$ cat config.mk
export PLATFORM = sky130hd
export DESIGN_NAME = csi2_packet_parser
export DESIGN_NICKNAME = d
export VERILOG_FILES = /design/src/rtl/csi2_packet_parser.sv
export SDC_FILE = /design/constraint.sdc
export NUM_CORES = 1
export LEC_CHECK = 0
export BUFFER_PORTS_ARGS = -buffer_cell sky130_fd_sc_hd__buf_4
export CORE_MARGIN = 10
export CORE_UTILIZATION = 45
export DETAILED_ROUTE_END_ITERATION = 10
export MAX_ROUTING_LAYER = met4
export PLACE_DENSITY = 0.74
export SYNTH_ARGS = -nofsm -noshare
export SYNTH_HDL_FRONTEND = slang
export SYNTH_SLANG_ARGS = --single-unit
$ cat constraint.sdc
create_clock -name rxbyteclkhs -period 8.7 [get_ports rxbyteclkhs]
set_input_delay 1.74 -clock rxbyteclkhs [delete_from_list [all_inputs] [get_ports rxbyteclkhs]]
set_output_delay 1.74 -clock rxbyteclkhs [all_outputs]
set_load 0.005 [all_outputs]
$ cat src/rtl/csi2_packet_parser.sv
// CSI-2 packet parser: header/ECC check, frame tracking and payload extraction
// from merged 16-bit lane words, feeding the RAW10 decoder with pixel bytes only.
module csi2_packet_parser #(
    parameter logic [5:0] DATA_TYPE       = 6'h2B,
    parameter logic [1:0] VIRTUAL_CHANNEL = 2'd0
) (
    input  logic        rxbyteclkhs,
    input  logic        reset,
    input  logic [15:0] data_in,
    input  logic        in_valid,
    output logic [15:0] data_out,
    output logic        frame_active,
    output logic        frame_valid,
    output logic [15:0] line_count,
    output logic        ecc_error,
    output logic        trunc_error
);
    typedef enum logic [2:0] {IDLE, HDR2, PAYLOAD, CRC, WAIT_EOT} state_t;

    state_t      state;
    logic [7:0]  di;
    logic [7:0]  wcl;
    logic [15:0] remaining;
    logic        matching;

    logic [23:0] d;
    logic [5:0]  ecc_calc;
    logic        hdr_ok;
    logic [5:0]  dt;
    logic [1:0]  vc;

    // ECC covers {WCH, WCL, DI}; WCH and the ECC byte arrive in the HDR2 word
    assign d  = {data_in[15:8], wcl, di};
    assign dt = di[5:0];
    assign vc = di[7:6];

    always_comb begin
        ecc_calc    = '0;
        ecc_calc[0] = d[0]^d[1]^d[2]^d[4]^d[5]^d[7]^d[10]^d[11]^d[13]^d[16]^d[20]^d[21]^d[22]^d[23];
        ecc_calc[1] = d[0]^d[1]^d[3]^d[4]^d[6]^d[8]^d[10]^d[12]^d[14]^d[17]^d[20]^d[21]^d[22]^d[23];
        ecc_calc[2] = d[0]^d[2]^d[3]^d[5]^d[6]^d[9]^d[11]^d[12]^d[15]^d[18]^d[20]^d[21]^d[22];
        ecc_calc[3] = d[1]^d[2]^d[3]^d[7]^d[8]^d[9]^d[13]^d[14]^d[15]^d[19]^d[20]^d[21]^d[23];
        ecc_calc[4] = d[4]^d[5]^d[6]^d[7]^d[8]^d[9]^d[16]^d[17]^d[18]^d[19]^d[20]^d[22]^d[23];
        ecc_calc[5] = d[10]^d[11]^d[12]^d[13]^d[14]^d[15]^d[16]^d[17]^d[18]^d[19]^d[21]^d[22]^d[23];
    end

    assign hdr_ok = (data_in[7:0] == {2'b00, ecc_calc});

    always_ff @(posedge rxbyteclkhs) begin
        if (reset) begin
            state        <= IDLE;
            di           <= '0;
            wcl          <= '0;
            remaining    <= '0;
            matching     <= 1'b0;
            data_out     <= '0;
            frame_active <= 1'b0;
            frame_valid  <= 1'b0;
            line_count   <= '0;
            ecc_error    <= 1'b0;
            trunc_error  <= 1'b0;
        end else begin
            data_out     <= '0;
            frame_active <= 1'b0;
            ecc_error    <= 1'b0;
            trunc_error  <= 1'b0;
            case (state)
                IDLE: begin
                    if (in_valid) begin
                        di    <= data_in[15:8];
                        wcl   <= data_in[7:0];
                        state <= HDR2;
                    end
                end
                HDR2: begin
                    if (!in_valid) begin
                        trunc_error <= 1'b1;
                        state       <= IDLE;
                    end else if (!hdr_ok) begin
                        ecc_error <= 1'b1;
                        state     <= WAIT_EOT;
                    end else if (dt < 6'h10) begin
                        if (vc == VIRTUAL_CHANNEL) begin
                            if (dt == 6'h00) begin
                                frame_valid <= 1'b1;
                                line_count  <= '0;
                            end else if (dt == 6'h01) begin
                                frame_valid <= 1'b0;
                            end
                        end
                        state <= WAIT_EOT;
                    end else begin
                        remaining <= {data_in[15:8], wcl};
                        matching  <= (dt == DATA_TYPE) && (vc == VIRTUAL_CHANNEL) && frame_valid;
                        state     <= ({data_in[15:8], wcl} == 16'd0) ? CRC : PAYLOAD;
                    end
                end
                PAYLOAD: begin
                    if (!in_valid) begin
                        trunc_error <= 1'b1;
                        state       <= IDLE;
                    end else begin
                        if (matching) begin
                            frame_active <= 1'b1;
                            // odd WC: the low byte of the last word is already CRC
                            data_out     <= (remaining == 16'd1) ? {data_in[15:8], 8'h00} : data_in;
                        end
                        if (remaining <= 16'd2) begin
                            remaining <= '0;
                            if (matching)
                                line_count <= line_count + 16'd1;
                            state <= CRC;
                        end else begin
                            remaining <= remaining - 16'd2;
                        end
                    end
                end
                CRC: begin
                    if (!in_valid) begin
                        trunc_error <= 1'b1;
                        state       <= IDLE;
                    end else begin
                        state <= WAIT_EOT;
                    end
                end
                WAIT_EOT: begin
                    if (!in_valid)
                        state <= IDLE;
                end
                default: state <= IDLE;
            endcase
        end
    end
endmodule

# ---- Yosys cells after proc, flatten, opt, wreduce, memory -nomap -nowiden
# Index checks and enable logic that the tools add are counted.
dict set report totals {
  register_bits 72
  inputBits 19
  output_inout_bits 36
  word_cells 165
}
dict set report op_classes {
  n_addsub 2
  order_cmp 2
  n_eq_ne 20
  muxes 30
  n_bitwise 79
  n_reduce_logical 20
}
# cell n
set ops {}
lappend ops {{two-way mux 16 bit} 13}
lappend ops {{XOR 1 bit} 73}
lappend ops {{one-hot mux 16 bit (2 select lines)} 2}
lappend ops {{two-way mux 3 bit} 8}
lappend ops {{inequality test 2 bit (second input constant)} 11}
lappend ops {{adder 16 x 1 -> 16 bit (second input constant)} 1}
lappend ops {{== test 16 x 1 -> 1 bit (second input constant)} 1}
lappend ops {{less-or-equal comparator 16 x 2 -> 1 bit (second input constant)} 1}
lappend ops {{zero test 16 bit} 1}
lappend ops {{subtractor 16 x 2 -> 16 bit (second input constant)} 1}
lappend ops {{one-hot mux 3 bit (5 select lines)} 1}
lappend ops {{AND reduction 9 bit} 1}
lappend ops {{OR reduction 3 bit} 3}
lappend ops {{== test 8 x 6 -> 1 bit} 1}
lappend ops {{== test 3 x 2 -> 1 bit (second input constant)} 2}
lappend ops {{== test 6 x 1 -> 1 bit (second input constant)} 1}
lappend ops {{== test 6 bit (second input constant)} 1}
lappend ops {{zero test 6 bit} 1}
lappend ops {{< comparator 6 x 5 -> 1 bit (second input constant)} 1}
lappend ops {{two-way mux 1 bit} 6}
lappend ops {{inverter 1 bit} 6}
lappend ops {{AND reduction 6 bit} 1}
lappend ops {{AND reduction 5 bit} 1}
lappend ops {{OR reduction 5 bit} 1}
lappend ops {{other kinds (12)} 14}

# ---- Logic depth before layout (Yosys ltp)
dict set report depth {
  depth_word 17
  mapped_depth 12
  mapped_depth_nobuf 10
}

# ---- Worst setup path after synthesis
# OpenSTA, ideal clock, no wires.
dict set report synth_timing {
  path_kind {input to register}
  startpoint {in data_in[15]}
  endpoint {reg line_count[5]}
  setup_ns 0.071
  arrival_time_ns 4.161
  required_ns 8.629
  setup_slack_ns 4.468
  cell_stages 10
  n_path_buf 2
  path_cell_list {clkbuf_1 xnor3_1 xnor2_1 xnor2_1 or3_1 a221oi_4 a41oi_2 clkbuf_2 or4_1 a21oi_1}
}
dict set report synth_via {
  elab_chain_cells 4
  word_cells_on_any_way 8
  cone_classes {eq/ne: 2; bitwise: 5; reduce/logical: 1}
}
# element line
set synth_rtl {}
lappend synth_rtl {{from (decl)} 9} ;# input logic [15:0] data_in,
lappend synth_rtl {{XOR 1 bit (on tied branches)} n/a}
lappend synth_rtl {{== test 8 x 6 -> 1 bit (*)} 47} ;# assign hdr_ok = (data_in[7:0] == {2'b00, ecc_calc});
lappend synth_rtl {{inequality test 2 bit (no source line) (*)} n/a}
lappend synth_rtl {{AND reduction 9 bit (no source line) (*)} n/a}
lappend synth_rtl {{to (signal assigned)} 111} ;# line_count <= line_count + 16'd1;
lappend synth_rtl {{to (decl)} 14} ;# output logic [15:0] line_count,
# Mark *: on every way between the ends. The rest lies on a longest branch, timed or not.
# A chain may end at the register's enable or synchronous reset.

# ---- Worst setup path after layout
dict set report layout_timing {
  startpoint {in data_in[10]}
  endpoint {reg line_count[3]}
}
dict set report layout_via {
  elab_chain_cells 8
  word_cells_on_any_way 17
  cone_classes {eq/ne: 2; bitwise: 14; reduce/logical: 1}
}
# element line
set layout_rtl {}
lappend layout_rtl {{XOR 1 bit (on tied branches) (5 in a row)} {43, 44}}
lappend layout_rtl {{== test 8 x 6 -> 1 bit (*)} 47}
lappend layout_rtl {{inequality test 2 bit (no source line) (*)} n/a}
lappend layout_rtl {{AND reduction 9 bit (no source line) (*)} n/a}
# Marks and branches as above.

==> results.tsv <==
metric	value	unit
die area	0.0126	mm2
# DRC	0	
Area after DPL	0.00429	mm2
first-pass GRT wire length	16500	um
final hold slack	0.491	ns
Clock Sinks	72	
Mapped Cells	448	
mean post-synth cell area	8.54	um2
vias in the first global route	3320	
Die W	112	um
TritonCTS buffer count	9	
Hold Path Origin	wcl[2]	
Hold Buf Count CTS	0	
worst-margin pin slew	1.19	ns
Post-synth EDFFs	0	
DR WL/cell	17.1	um
TritonCTS clock tree	built	
Vias/cell	5.78	
Slew HR	0.204	
Slowest Stage Delay on Critical Path	0.69	ns
Slew Viols, Final	0	
clock-pin slew on the worst setup and hold paths	0.07	ns
DIE HEIGHT	112	um
yosys warns	0	
Worst-Skew Late Latency	0.37	ns
number of max-cap violations	0	
Max FO, Critical Path	30	
worst path buffer plus inverter count	1	
final setup fails	0	
R2R Path Start	di[4]	
1st-iter DRT viols	305	
Root Driver	clkbuf_8	
Tot Pwr	0.000803	W
post-CTS setup buffer count	0	
CP Data Arrival Time	4.96	ns
Crit. End Element	flip-flop	
pin count of the biggest net entering global routing	41	
Mapped Area	0.00383	mm2
Endpoint, Worst Hold	wcl[2]	
Worst R2R Setup Slack	4.82	ns
Startpoint Class	input port	
reg2reg end	line_count[3]	
initial antenna violation count	0	
Setup Crit Path Kind	in2reg	
FMAX	0.214	GHz
post-synth net total	475	
I/O pin count	55	
slowest CP cell	or4_1	
Clock Skew	0.0113	ns
row count	33	
final WL	10300	um
flops & latches, synth	72	
ANT cells	0	
DR pass1 iterations	5	
Post-DRT Antenna Nets	0	
Design Area, Final	0.00449	mm2
fill count	785	
hold path depth	2	
GP Congestion	0.899	
cells resized by post-CTS repair	0	
core box area	0.00826	mm2
status	complete, no violations	
detailed placement HPWL	7250	um
Final period util	0.537	
Pwr per Cell Area	179	mW/mm2
crit-path cells	buf_4, xor2_1, xnor3_1, xnor2_1, or3_1, a221oi_4, a41oi_2, or4_1, a21oi_1	
Max Root-Sink Buffers	2	
Area Growth Syn to Fin	17.4	%
RSZ-0062 raised after global routing	no	
setup TNS	0	ns
H-tree Lvls	3	
leakage	1.78	nW
register area share after synthesis	0.377	
Hold Crit Class	reg2reg	
post-synth cell types	45	
cell family with most CP delay	compound AO/OA/AOI/OAI gates	
Period minus WS final	4.68	ns
Initial Util	0.463	
CP Data Required Time	8.98	ns
maximum vdd drop	0.110	mV
Async SR Flop Fraction	0	
grt ovf	0	
Most used DFF post-synth	dfxtp_1	
layout cell share with drive strength beyond 1	0.157	
Nets	518	
total number of vias	3476	
Util after Layout	0.544	
port buffer count	54	
final hold viol count	0	
GRT Resource Usage Total	0.161	
reg2reg path depth	10	
[layer usage]
| metal | global-route usage | wire length [um] | vias to the layer above |
|---|---|---|---|
| met1 | 0.200 | 4550 | 1652 |
| li1 | - | - | 1688 |
| met4 | 0.0541 | 195 | 0 |
| met3 | 0.0463 | 648 | 19 |
| met5 | - | 0 | - |
| met2 | 0.245 | 4870 | 117 |
[report_power, final]
| group | internal (W) | switching, W |
|---|---|---|
| clock | 0.000149 | 0.000129 |
| sequential | 0.000340 | 0.0000152 |
| combinational | 0.0000799 | 0.0000903 |
| total | 0.000568 | 0.000235 |
[stage by stage]
stage          cells  worst slack, ns
6_report         601             4.02
5_1_grt          601             3.71
4_1_cts          601             4.05
3_5_place_dp     585             3.68
3_3_place_gp     585             3.79
2_1_floorplan    448             4.47
[cell families after synthesis]
kind of cell             synth area share
flip-flops                          0.377
XOR/XNOR                            0.125
AND/OR/NAND/NOR                     0.237
adder cells (fa/ha/maj)            0.0262
multiplexers                       0.0167
buffers and inverters              0.0383
AO/OA/AOI/OAI                       0.180
[cells in the final DEF, fill, tap and decap left out, types with 4 or more instances in the layout]
master / count
a211oi_1: 7
a21oi_1: 52
a221oi_1: 6
and2_1: 18
and3_1: 9
buf_4: 55
clkbuf_8: 11
dfxtp_1: 72
ha_1: 8
inv_1: 15
nand2_1: 52
nand2b_1: 4
nand3_1: 7
nand4_1: 7
nor2_1: 31
nor2b_1: 6
nor3_1: 9
nor4_1: 9
o21ai_0: 10
o31ai_1: 13
or2_0: 4
or4_1: 14
xnor2_1: 23
xnor3_1: 10
xor2_1: 6
[registers in the layout (all words and copies together) (netlist names)]
signal and cells:
frame_valid 1, di 8, ecc_error 1, trunc_error 1, matching 1, remaining 16
frame_active 1, state 3, data_out 16, line_count 16, wcl 8
[worst min-delay path: stages (launching register included)]
cell and delay [ns]:
dfxtp_1 0.34, nand2_1 0.06, a21oi_1 0.05
[Yosys cell counts, types with 4 or more instances]
library cell  instances  area share
nand3_1               7      0.0092
nor2b_1               6      0.0098
nor3_1                9       0.012
dfxtp_1              72        0.38
ha_1                  8       0.026
nand4_1               7       0.011
and3_1                9       0.015
xnor3_1              10       0.059
o21ai_0              10       0.013
nand2_1              52       0.051
xor2_1                6       0.014
xnor2_1              23       0.053
a21oi_1              52       0.068
or2_0                 4      0.0065
a221oi_1              6       0.014
o31ai_1              13       0.026
clkbuf_1             20       0.020
or4_1                14       0.027
and2_1               18       0.029
inv_1                15       0.015
nor2_1               31       0.030
nand2b_1              4      0.0065
nor4_1                9       0.015
a211oi_1              7       0.014
[cell type report]
class / count / area, um2 / area share
clock inverters: 4 / 51.3 / 0.0114
flip-flops and latches: 72 / 1440 / 0.321
repair buffers: 55 / 413 / 0.0919
well taps: 105 / 131 / 0.0292
inverters: 15 / 56.3 / 0.0125
clock buffers: 12 / 155 / 0.0345
multi-input cells: 338 / 2240 / 0.500
[how the worst max path moves through the flow]
stage	from	to	slack [ns]	cells past startpoint
floorplan	data_in[15]	line_count[5]	4.47	10
global placement	data_in[14]	line_count[15]	3.79	9
detailed placement	data_in[10]	line_count[3]	3.68	9
CTS	data_in[10]	line_count[3]	4.05	9
global route	data_in[14]	line_count[3]	3.71	9
finish	data_in[10]	line_count[3]	4.02	9
Power figures use the tool's default switching activity.
